[config.mk]
export PLATFORM = sky130hd
export DESIGN_NAME = mem_arbiter_flat
export DESIGN_NICKNAME = d
export VERILOG_FILES = /design/src/rtl/mem_arb_pkg.sv /design/src/rtl/mem_arbiter_if.sv /design/src/rtl/mem_arb_pick.sv /design/src/rtl/mem_arbiter.sv /design/src/flat_wrapper.sv
export SDC_FILE = /design/constraint.sdc
export NUM_CORES = 1
export LEC_CHECK = 0
export ABC_AREA = 0
export CORE_MARGIN = 10
export CORE_UTILIZATION = 41
export DETAILED_ROUTE_END_ITERATION = 10
export HOLD_SLACK_MARGIN = 0.02
export PLACE_DENSITY = 0.87
export SETUP_SLACK_MARGIN = 0.2
export SYNTH_ARGS = -nofsm -noshare
export SYNTH_HDL_FRONTEND = slang
export SYNTH_SLANG_ARGS = --single-unit
[constraint.sdc]
create_clock -name clk -period 1.5 [get_ports clk]
set_input_delay 0.3 -clock clk [delete_from_list [all_inputs] [get_ports clk]]
set_output_delay 0.3 -clock clk [all_outputs]
set_load 0.01 [all_outputs]
[src/rtl/mem_arb_pkg.sv]
// Shared types for the fetch/load-store memory arbiter.
package mem_arb_pkg;

   typedef enum logic [1:0] {IDLE, ISSUE, WAIT, RESP} state_t;
   typedef enum logic {OWN_INST, OWN_DATA} owner_t;

   localparam int unsigned GNT_I = 0;
   localparam int unsigned GNT_D = 1;

endpackage

[src/rtl/mem_arbiter_if.sv]
// Requester and memory-side signal bundle of mem_arbiter; slave is the arbiter's view.
interface mem_arbiter_if #(
   parameter int unsigned ADDR_W = 32,
   parameter int unsigned DATA_W = 32
);
   logic              i_req_valid;
   logic [ADDR_W-1:0] i_req_addr;
   logic              i_req_ready;
   logic              i_resp_valid;
   logic [DATA_W-1:0] i_resp_data;

   logic              d_req_valid;
   logic [ADDR_W-1:0] d_req_addr;
   logic              d_req_we;
   logic [DATA_W-1:0] d_req_wdata;
   logic              d_req_ready;
   logic              d_resp_valid;
   logic [DATA_W-1:0] d_resp_data;

   logic              mem_en;
   logic              mem_we;
   logic [ADDR_W-1:0] mem_addr;
   logic [DATA_W-1:0] mem_wdata;
   logic [DATA_W-1:0] mem_rdata;

   modport slave (
      input  i_req_valid, i_req_addr, d_req_valid, d_req_addr, d_req_we, d_req_wdata, mem_rdata,
      output i_req_ready, i_resp_valid, i_resp_data, d_req_ready, d_resp_valid, d_resp_data,
             mem_en, mem_we, mem_addr, mem_wdata
   );

   modport master (
      output i_req_valid, i_req_addr, d_req_valid, d_req_addr, d_req_we, d_req_wdata, mem_rdata,
      input  i_req_ready, i_resp_valid, i_resp_data, d_req_ready, d_resp_valid, d_resp_data,
             mem_en, mem_we, mem_addr, mem_wdata
   );

endinterface

[src/rtl/mem_arb_pick.sv]
// Combinational grant selection between fetch and load/store requests.
// MEM_ARB_RR_EN: round-robin on ties using last_grant; otherwise data beats fetch.
module mem_arb_pick
   import mem_arb_pkg::*;
(
   input  logic       idle,
   input  logic       i_valid,
   input  logic       d_valid,
`ifdef MEM_ARB_RR_EN
   input  owner_t     last_grant,
`endif
   output logic [1:0] grant,
   output owner_t     owner
);

   logic d_wins;

`ifdef MEM_ARB_RR_EN
   // On a tie the port that did not win last time goes first
   assign d_wins = d_valid && !(i_valid && (last_grant == OWN_DATA));
`else
   assign d_wins = d_valid;
`endif

   always_comb begin
      grant = 2'b00;
      owner = OWN_INST;
      if (idle) begin
         if (d_wins) begin
            grant[GNT_D] = 1'b1;
            owner        = OWN_DATA;
         end else if (i_valid) begin
            grant[GNT_I] = 1'b1;
         end
      end
   end

endmodule

[src/rtl/mem_arbiter.sv]
// Shares one fixed-latency single-port memory between instruction fetch and load/store.
// Define MEM_ARB_RR_EN for round-robin tie-breaking; default is fixed data-over-fetch priority.
module mem_arbiter
   import mem_arb_pkg::*;
#(
   parameter int unsigned ADDR_W  = 32,
   parameter int unsigned DATA_W  = 32,
   parameter int unsigned MEM_LAT = 1
) (
   input  logic         clk,
   input  logic         rst_n,
   mem_arbiter_if.slave bus
);

   localparam int unsigned      CNT_W    = $clog2(MEM_LAT + 1);
   localparam logic [CNT_W-1:0] CNT_LAST = CNT_W'(MEM_LAT);

   state_t            state, state_nxt;
   owner_t            owner, owner_nxt, pick_owner;
   logic [1:0]        grant;
   logic              idle;
   logic [CNT_W-1:0]  cnt, cnt_nxt;
   logic              we_q, we_nxt;
   logic              mem_en, mem_en_nxt;
   logic              mem_we, mem_we_nxt;
   logic [ADDR_W-1:0] mem_addr, mem_addr_nxt;
   logic [DATA_W-1:0] mem_wdata, mem_wdata_nxt;
   logic              i_resp_valid, i_resp_valid_nxt;
   logic [DATA_W-1:0] i_resp_data, i_resp_data_nxt;
   logic              d_resp_valid, d_resp_valid_nxt;
   logic [DATA_W-1:0] d_resp_data, d_resp_data_nxt;

   // Ready is suppressed while reset is asserted so every output reads 0
   assign idle = (state == IDLE) && rst_n;

`ifdef MEM_ARB_RR_EN
   owner_t last_grant;

   always_ff @(posedge clk or negedge rst_n) begin
      if (!rst_n)      last_grant <= OWN_INST;
      else if (|grant) last_grant <= pick_owner;
   end
`endif

   mem_arb_pick u_pick (
      .idle       (idle),
      .i_valid    (bus.i_req_valid),
      .d_valid    (bus.d_req_valid),
`ifdef MEM_ARB_RR_EN
      .last_grant (last_grant),
`endif
      .grant      (grant),
      .owner      (pick_owner)
   );

   always_ff @(posedge clk or negedge rst_n) begin
      if (!rst_n) state <= IDLE;
      else        state <= state_nxt;
   end

   always_comb begin
      state_nxt = state;
      case (state)
         IDLE:    if (|grant) state_nxt = ISSUE;
         ISSUE:   state_nxt = WAIT;
         WAIT:    if (cnt == CNT_LAST) state_nxt = RESP;
         RESP:    state_nxt = IDLE;
         default: state_nxt = IDLE;
      endcase
   end

   // Next values of the registered outputs and transaction context
   always_comb begin
      owner_nxt        = owner;
      cnt_nxt          = cnt;
      we_nxt           = we_q;
      mem_en_nxt       = 1'b0;
      mem_we_nxt       = 1'b0;
      mem_addr_nxt     = mem_addr;
      mem_wdata_nxt    = mem_wdata;
      i_resp_valid_nxt = 1'b0;
      i_resp_data_nxt  = i_resp_data;
      d_resp_valid_nxt = 1'b0;
      d_resp_data_nxt  = d_resp_data;
      case (state)
         IDLE: begin
            if (|grant) begin
               owner_nxt  = pick_owner;
               mem_en_nxt = 1'b1;
               if (grant[GNT_D]) begin
                  mem_addr_nxt  = bus.d_req_addr;
                  mem_wdata_nxt = bus.d_req_wdata;
                  we_nxt        = bus.d_req_we;
                  mem_we_nxt    = bus.d_req_we;
               end else begin
                  mem_addr_nxt  = bus.i_req_addr;
                  we_nxt        = 1'b0;
               end
            end
         end
         ISSUE: cnt_nxt = CNT_W'(1);
         WAIT: begin
            if (cnt == CNT_LAST) begin
               if (owner == OWN_DATA) begin
                  d_resp_valid_nxt = 1'b1;
                  d_resp_data_nxt  = we_q ? '0 : bus.mem_rdata;
               end else begin
                  i_resp_valid_nxt = 1'b1;
                  i_resp_data_nxt  = bus.mem_rdata;
               end
            end else begin
               cnt_nxt = cnt + CNT_W'(1);
            end
         end
         default: ;
      endcase
   end

   always_ff @(posedge clk or negedge rst_n) begin
      if (!rst_n) begin
         owner        <= OWN_INST;
         cnt          <= '0;
         we_q         <= 1'b0;
         mem_en       <= 1'b0;
         mem_we       <= 1'b0;
         mem_addr     <= '0;
         mem_wdata    <= '0;
         i_resp_valid <= 1'b0;
         i_resp_data  <= '0;
         d_resp_valid <= 1'b0;
         d_resp_data  <= '0;
      end else begin
         owner        <= owner_nxt;
         cnt          <= cnt_nxt;
         we_q         <= we_nxt;
         mem_en       <= mem_en_nxt;
         mem_we       <= mem_we_nxt;
         mem_addr     <= mem_addr_nxt;
         mem_wdata    <= mem_wdata_nxt;
         i_resp_valid <= i_resp_valid_nxt;
         i_resp_data  <= i_resp_data_nxt;
         d_resp_valid <= d_resp_valid_nxt;
         d_resp_data  <= d_resp_data_nxt;
      end
   end

   assign bus.i_req_ready  = grant[GNT_I];
   assign bus.d_req_ready  = grant[GNT_D];
   assign bus.i_resp_valid = i_resp_valid;
   assign bus.i_resp_data  = i_resp_data;
   assign bus.d_resp_valid = d_resp_valid;
   assign bus.d_resp_data  = d_resp_data;
   assign bus.mem_en       = mem_en;
   assign bus.mem_we       = mem_we;
   assign bus.mem_addr     = mem_addr;
   assign bus.mem_wdata    = mem_wdata;

endmodule
[src/flat_wrapper.sv]
// flat-port wrapper written by rule: the top's interface ports become plain ports
module mem_arbiter_flat import mem_arb_pkg::*;
#(
   parameter int unsigned ADDR_W  = 32,
   parameter int unsigned DATA_W  = 32,
   parameter int unsigned MEM_LAT = 1
)
  (clk, rst_n, bus_i_req_valid, bus_i_req_addr, bus_d_req_valid, bus_d_req_addr, bus_d_req_we, bus_d_req_wdata, bus_mem_rdata, bus_i_req_ready, bus_i_resp_valid, bus_i_resp_data, bus_d_req_ready, bus_d_resp_valid, bus_d_resp_data, bus_mem_en, bus_mem_we, bus_mem_addr, bus_mem_wdata);
  mem_arbiter_if #(.ADDR_W(ADDR_W), .DATA_W(DATA_W)) bus_i ();
  input  logic clk;
  input  logic rst_n;
  input wire logic [$bits(bus_i.i_req_valid)-1:0] bus_i_req_valid;
  input wire logic [$bits(bus_i.i_req_addr)-1:0] bus_i_req_addr;
  input wire logic [$bits(bus_i.d_req_valid)-1:0] bus_d_req_valid;
  input wire logic [$bits(bus_i.d_req_addr)-1:0] bus_d_req_addr;
  input wire logic [$bits(bus_i.d_req_we)-1:0] bus_d_req_we;
  input wire logic [$bits(bus_i.d_req_wdata)-1:0] bus_d_req_wdata;
  input wire logic [$bits(bus_i.mem_rdata)-1:0] bus_mem_rdata;
  output wire logic [$bits(bus_i.i_req_ready)-1:0] bus_i_req_ready;
  output wire logic [$bits(bus_i.i_resp_valid)-1:0] bus_i_resp_valid;
  output wire logic [$bits(bus_i.i_resp_data)-1:0] bus_i_resp_data;
  output wire logic [$bits(bus_i.d_req_ready)-1:0] bus_d_req_ready;
  output wire logic [$bits(bus_i.d_resp_valid)-1:0] bus_d_resp_valid;
  output wire logic [$bits(bus_i.d_resp_data)-1:0] bus_d_resp_data;
  output wire logic [$bits(bus_i.mem_en)-1:0] bus_mem_en;
  output wire logic [$bits(bus_i.mem_we)-1:0] bus_mem_we;
  output wire logic [$bits(bus_i.mem_addr)-1:0] bus_mem_addr;
  output wire logic [$bits(bus_i.mem_wdata)-1:0] bus_mem_wdata;
  assign bus_i.i_req_valid = bus_i_req_valid;
  assign bus_i.i_req_addr = bus_i_req_addr;
  assign bus_i.d_req_valid = bus_d_req_valid;
  assign bus_i.d_req_addr = bus_d_req_addr;
  assign bus_i.d_req_we = bus_d_req_we;
  assign bus_i.d_req_wdata = bus_d_req_wdata;
  assign bus_i.mem_rdata = bus_mem_rdata;
  assign bus_i_req_ready = bus_i.i_req_ready;
  assign bus_i_resp_valid = bus_i.i_resp_valid;
  assign bus_i_resp_data = bus_i.i_resp_data;
  assign bus_d_req_ready = bus_i.d_req_ready;
  assign bus_d_resp_valid = bus_i.d_resp_valid;
  assign bus_d_resp_data = bus_i.d_resp_data;
  assign bus_mem_en = bus_i.mem_en;
  assign bus_mem_we = bus_i.mem_we;
  assign bus_mem_addr = bus_i.mem_addr;
  assign bus_mem_wdata = bus_i.mem_wdata;
  mem_arbiter #(.ADDR_W(ADDR_W), .DATA_W(DATA_W), .MEM_LAT(MEM_LAT)) u_core (.clk(clk), .rst_n(rst_n), .bus(bus_i));
endmodule
### After elaboration in Yosys (flattened, before gate mapping)

Cells that the tools add are included.
W data, S select, Z words.

* add/sub/neg operators: 1
* multipliers: 0
* div/mod/pow operators: 0
* order comparisons: 0
* equal/unequal tests: 5
* shifts and indexed selects: 0
* multiplexer cells: 23
* bitwise gates (word level): 1
* reduce and logical (&&, ||, !) cells: 9

Operator list (number)
* $mux W32: 2
* $mux W1: 16
* $reduce_and A3 Y1: 3
* $pmux W2 S4: 1
* $mux W2: 3
* $eq A2 B2 Y1 const B: 2
* $reduce_and A2 Y1: 2
* $eq A2 B1 Y1 const B: 1
* $logic_not A2 Y1: 1
* $ne A2 B1 Y1 const B: 1
* $ne A2 B2 Y1 const B: 1
* $pmux W1 S2: 1
* $reduce_bool A2 Y1: 1
* $reduce_or A2 Y1: 1
* $add A1 B1 Y1 const B: 1
* $logic_and A1 B1 Y1: 1
* $not A1 Y1: 1

* flip-flop bits (word level): 137
* bits in latches: 0
* RAM bits: 0
* ROM bits: 0
* input bits: 133
* output and inout port bits: 134
* memories kept: 0

### Logic depth before layout (Yosys ltp)

* depth after elaboration: 6
* gate-level depth with buffers: 8
* mapped depth without buffers: 6

### Cells and area by module

From an unflattened synthesis, not the netlist that was laid out.

* cell total of the unflattened synthesis: 447
* area total of the unflattened synthesis: 5657.9 µm²

Modules (own cells, without submodules)
* mem_arbiter: instances 1, cells an instance 444, area an instance 5634.2 µm², sequential area each 3428.3 µm²
* mem_arb_pick: instances 1, cells an instance 3, area an instance 23.8 µm², sequential area each 0.0 µm²

### Worst setup path before layout

Ideal clock, no wire load.

* kind: flip-flop to output port
* start point: register u_core.state[0]
* end point: output bus_d_req_ready
* arrival: 1173 ps
* required time: 1200 ps
* setup slack: 27 ps
* stages on the path, launching flop included: 7
* path through: dfrtp_1 > inv_1 > ha_1 > nand3_2 > inv_2 > buf_4 > buf_2

* word-level cells in the longest chain between the ends: 3

Ends and longest elaborated chain
* start: declaration: line mem_arbiter.sv:18 `state_t state, state_nxt;`
* start signal: assignment: line mem_arbiter.sv:58 `else state <= state_nxt;`
* $logic_not A2 Y1: line mem_arbiter.sv:34 `assign idle = (state == IDLE) && rst_n;`
* $logic_and A1 B1 Y1: line mem_arbiter.sv:34
* $mux W2: line mem_arb_pick.sv:28 `if (idle) begin`
* end: declaration: line flat_wrapper.sv:22 `output wire logic [$bits(bus_i.d_req_ready)-1:0] bus_d_req_ready;`

Every way passes these cells.

### Final worst setup path

* start point: register u_core.state[0]
* end point: output bus_i_req_ready

* word-level cells in the longest chain between the ends: 3

Ends and longest elaborated chain
* $logic_not A2 Y1: line mem_arbiter.sv:34
* $logic_and A1 B1 Y1: line mem_arbiter.sv:34
* $mux W2: line mem_arb_pick.sv:28
* end: declaration: line flat_wrapper.sv:19 `output wire logic [$bits(bus_i.i_req_ready)-1:0] bus_i_req_ready;`

Every way passes these cells.

==> out/metrics.cfg <==
[status]
status=complete, but fails checks
violations=setup timing

[die]
row_count=42
io_pins=267
initial_core_util_pct=42.2
die_h_um=137
die_width_um=137
coreArea_um2=13400
die_area_um2=18900

[power]
total_power_mw=19.9
swShare_pct=36.2
cellPowerDensity_nw_per_um2=2100
cell_internal_pwr_mw=12.7
pwr-share-clk_pct=21.9
combPwrFrac_pct=44.8
ir_drop_uv=911
p_leak_nw=4.59
seqPwrFrac_pct=33.3
p_sw_mw=7.21

[synth]
netlist_area_um2=5650
synth_cell_types=26
synth_compound_area_share_pct=13.4
async_reset_ff_share_pct=100
synthAdderAreaFrac_pct=0.664
yosys.area_share.simple_pct=15.2
seq_area_frac_synth_pct=60.6
synth_top_family_by_area=simple AND/OR/NAND/NOR gates
synthXorXnorAreaFrac_pct=0
ys.flop_type=dfrtp_1
ys_warn_count=0
synth-edff-count=0
synth_area_per_cell_um2=11.0
yosys.area.top_type=dfrtp_1
ys_ff_latch=137
synth_nets=652
muxShareOfSynthArea_pct=6.57
synthCells=516
synth_top_cells_by_count=161 x nand2_1, 137 x dfrtp_1, 34 x o21ai_0
synth_top_area_share_pct=60.6
synthTopCellsByArea=dfrtp_1 61%, nand2_1 11%, mux2_2 6.6%, nand2b_1 3.5%, a2bb2oi_1 3.3%
synth.most_common_cell=nand2_1

[grt]
grt_pass1_vias=5571
grt_overflow=0
grt_pass1_wl_um=30700
antenna_found_initial=0
grt_max_degree=81
grt_use_total_pct=21.1

[worst_setup_path]
worst_r2r_startpoint=u_core.state[0]
worstPathRequired_ns=1.20
cp_max_fo=3
end_kind=output port
path_class=flip-flop to output port
worstPathArrival_ns=1.38
crit_start=u_core.state[0]
cp-start-kind=flip-flop

[timing]
setup_viol=102
setup_slack_ns=-0.183
fin_skew_ns=0.00740
rsz0062_at_grt=true
hold_violations=0
slew_headroom_pct=32.7
layout_min_cycle_time_ns=1.68
setup_tns_ns=-7.28
worst_hold_slack_ns=0.147
period_share_pct=112
maxSlewViolCount=0
tightest_slew_ns=1.01
max_freq_mhz=594

[route]
drt-wirelength-per-cell_um=21.7
drtIter0Drc=248
vias=5255
ant_nets=0
post_drt_via_cell_ratio=5.16
post-route-drc-count=0
drt-pass1-iter-count=4
routed_wl_um=22100

[clock_network]
clk_pin_slew_ns=0.06
htree_levels=4
cts_buffer_depth=2
numCtsBuffers=17
cts_sinks=137
clockRootBuffer=clkbuf_16
clk_latency_ns=0.41
cts_tree=done

[layout]
stdcell_count=1018
areaGrowthSynthToFinish_pct=68.0
utilization_pct=70.9
fillers=930
design_area_um2=9500
layout-drive-gt1-share_pct=40.9
final_nets=965
diodes=0

[place]
dp_slack_ns=-0.407
hpwlAfterDp_um=14200
placed_cell_area_um2=8640
portBuffers=266
dpl.cell_count=949
finalWeightedCongestion=0.866

[min_path]
hold_path.class=input port to asynchronous set/reset pin

[flow_run]
drv_cap=0

cell usage in the layout, fill, tap and decap left out, types with 11 or more instances in the layout:
master	count
a2bb2oi_1	15
dfrtp_1	137
buf_2	130
clkbuf_16	23
a21oi_2	24
nand2b_1	32
mux2_2	32
nand2_1	139
a2bb2oi_2	18
buf_6	11
o21ai_1	27
buf_4	29
clkdlybuf4s50_1	131
nand2_2	22
final timing paths:
check                                             end  slack (ns)  cells after the start
hold reg to reg              u_core.bus.mem_wdata[13]        0.47                      2
max in group asynchronous   u_core.bus.d_resp_data[4]        0.68                      2
hold / removal             u_core.bus.d_resp_data[12]        0.15                      2
setup / recovery                      bus_i_req_ready       -0.18                      4
min in group clk                         u_core.owner        0.34                      3
setup reg to reg           u_core.bus.i_resp_data[22]       -0.13                      7
per-layer routing:
layer  vias to the layer above  wire length (um)  GRT usage [%]
li1                       2360                 -              -
met5                         -                 0              0
met1                      2560              7640           22.2
met2                       275             11000           34.8
met3                        60              2460           9.03
met4                         0               932           11.7
registers in the layout, indices dropped and copies added (netlist names):
register,flops
u_core.bus.d_resp_valid,1
u_core.bus.mem_wdata,32
u_core.bus.mem_we,1
u_core.we_q,1
u_core.bus.i_resp_data,32
u_core.state,2
u_core.bus.mem_addr,32
u_core.bus.i_resp_valid,1
u_core.bus.mem_en,1
u_core.cnt,1
u_core.owner,1
u_core.bus.d_resp_data,32
power groups by stage:
| stage | logic (mW) | registers, mW | clock network, mW |
|---|---|---|---|
| after floorplan | 3.09 | 7.20 | 0 |
| after global placement | 8.45 | 6.53 | 0 |
| after detailed placement | 8.73 | 6.63 | 0 |
| after CTS | 7.93 | 6.53 | 4.41 |
| after global routing | 9.57 | 6.82 | 4.59 |
| final | 8.93 | 6.65 | 4.37 |
final cells by class:
| class | count | area [um^2] | share of cell area (%) |
|---|---|---|---|
| Tap cell | 176 | 220 | 2.32 |
| Clock buffer | 19 | 453 | 4.77 |
| Clock inverter | 13 | 169 | 1.78 |
| Inverter | 7 | 28.8 | 0.303 |
| Sequential cell | 137 | 3430 | 36.1 |
| Multi-Input combinational cell | 340 | 2300 | 24.2 |
| Timing Repair Buffer | 326 | 2900 | 30.5 |
cells by family (layout without fill, tap and decap cells):
family,Yosys count,in the layout
fa+ha+maj,3,3
compound gates,102,102
simple gates,201,202
mux,33,33
flops,137,137
buf+inv,40,365
critical path, cell delays in order (launching register included):
cell and delay (ns):
dfrtp_1 0.40, inv_2 0.08, ha_4 0.14, and4b_1 0.21, buf_2 0.14
what timing repair did:
action / in CTS / in global routing
endpoints found under the hold margin: 9 / 0
gates cloned: 8 / 10
endpoints found under the setup margin: 266 / 141
setup buffers: 14 / 4
hold buffers: 1 / 0
resized for setup: 587 / 69
pin swaps: 3 / 3
Note: power is estimated with default switching activity, not from simulation.
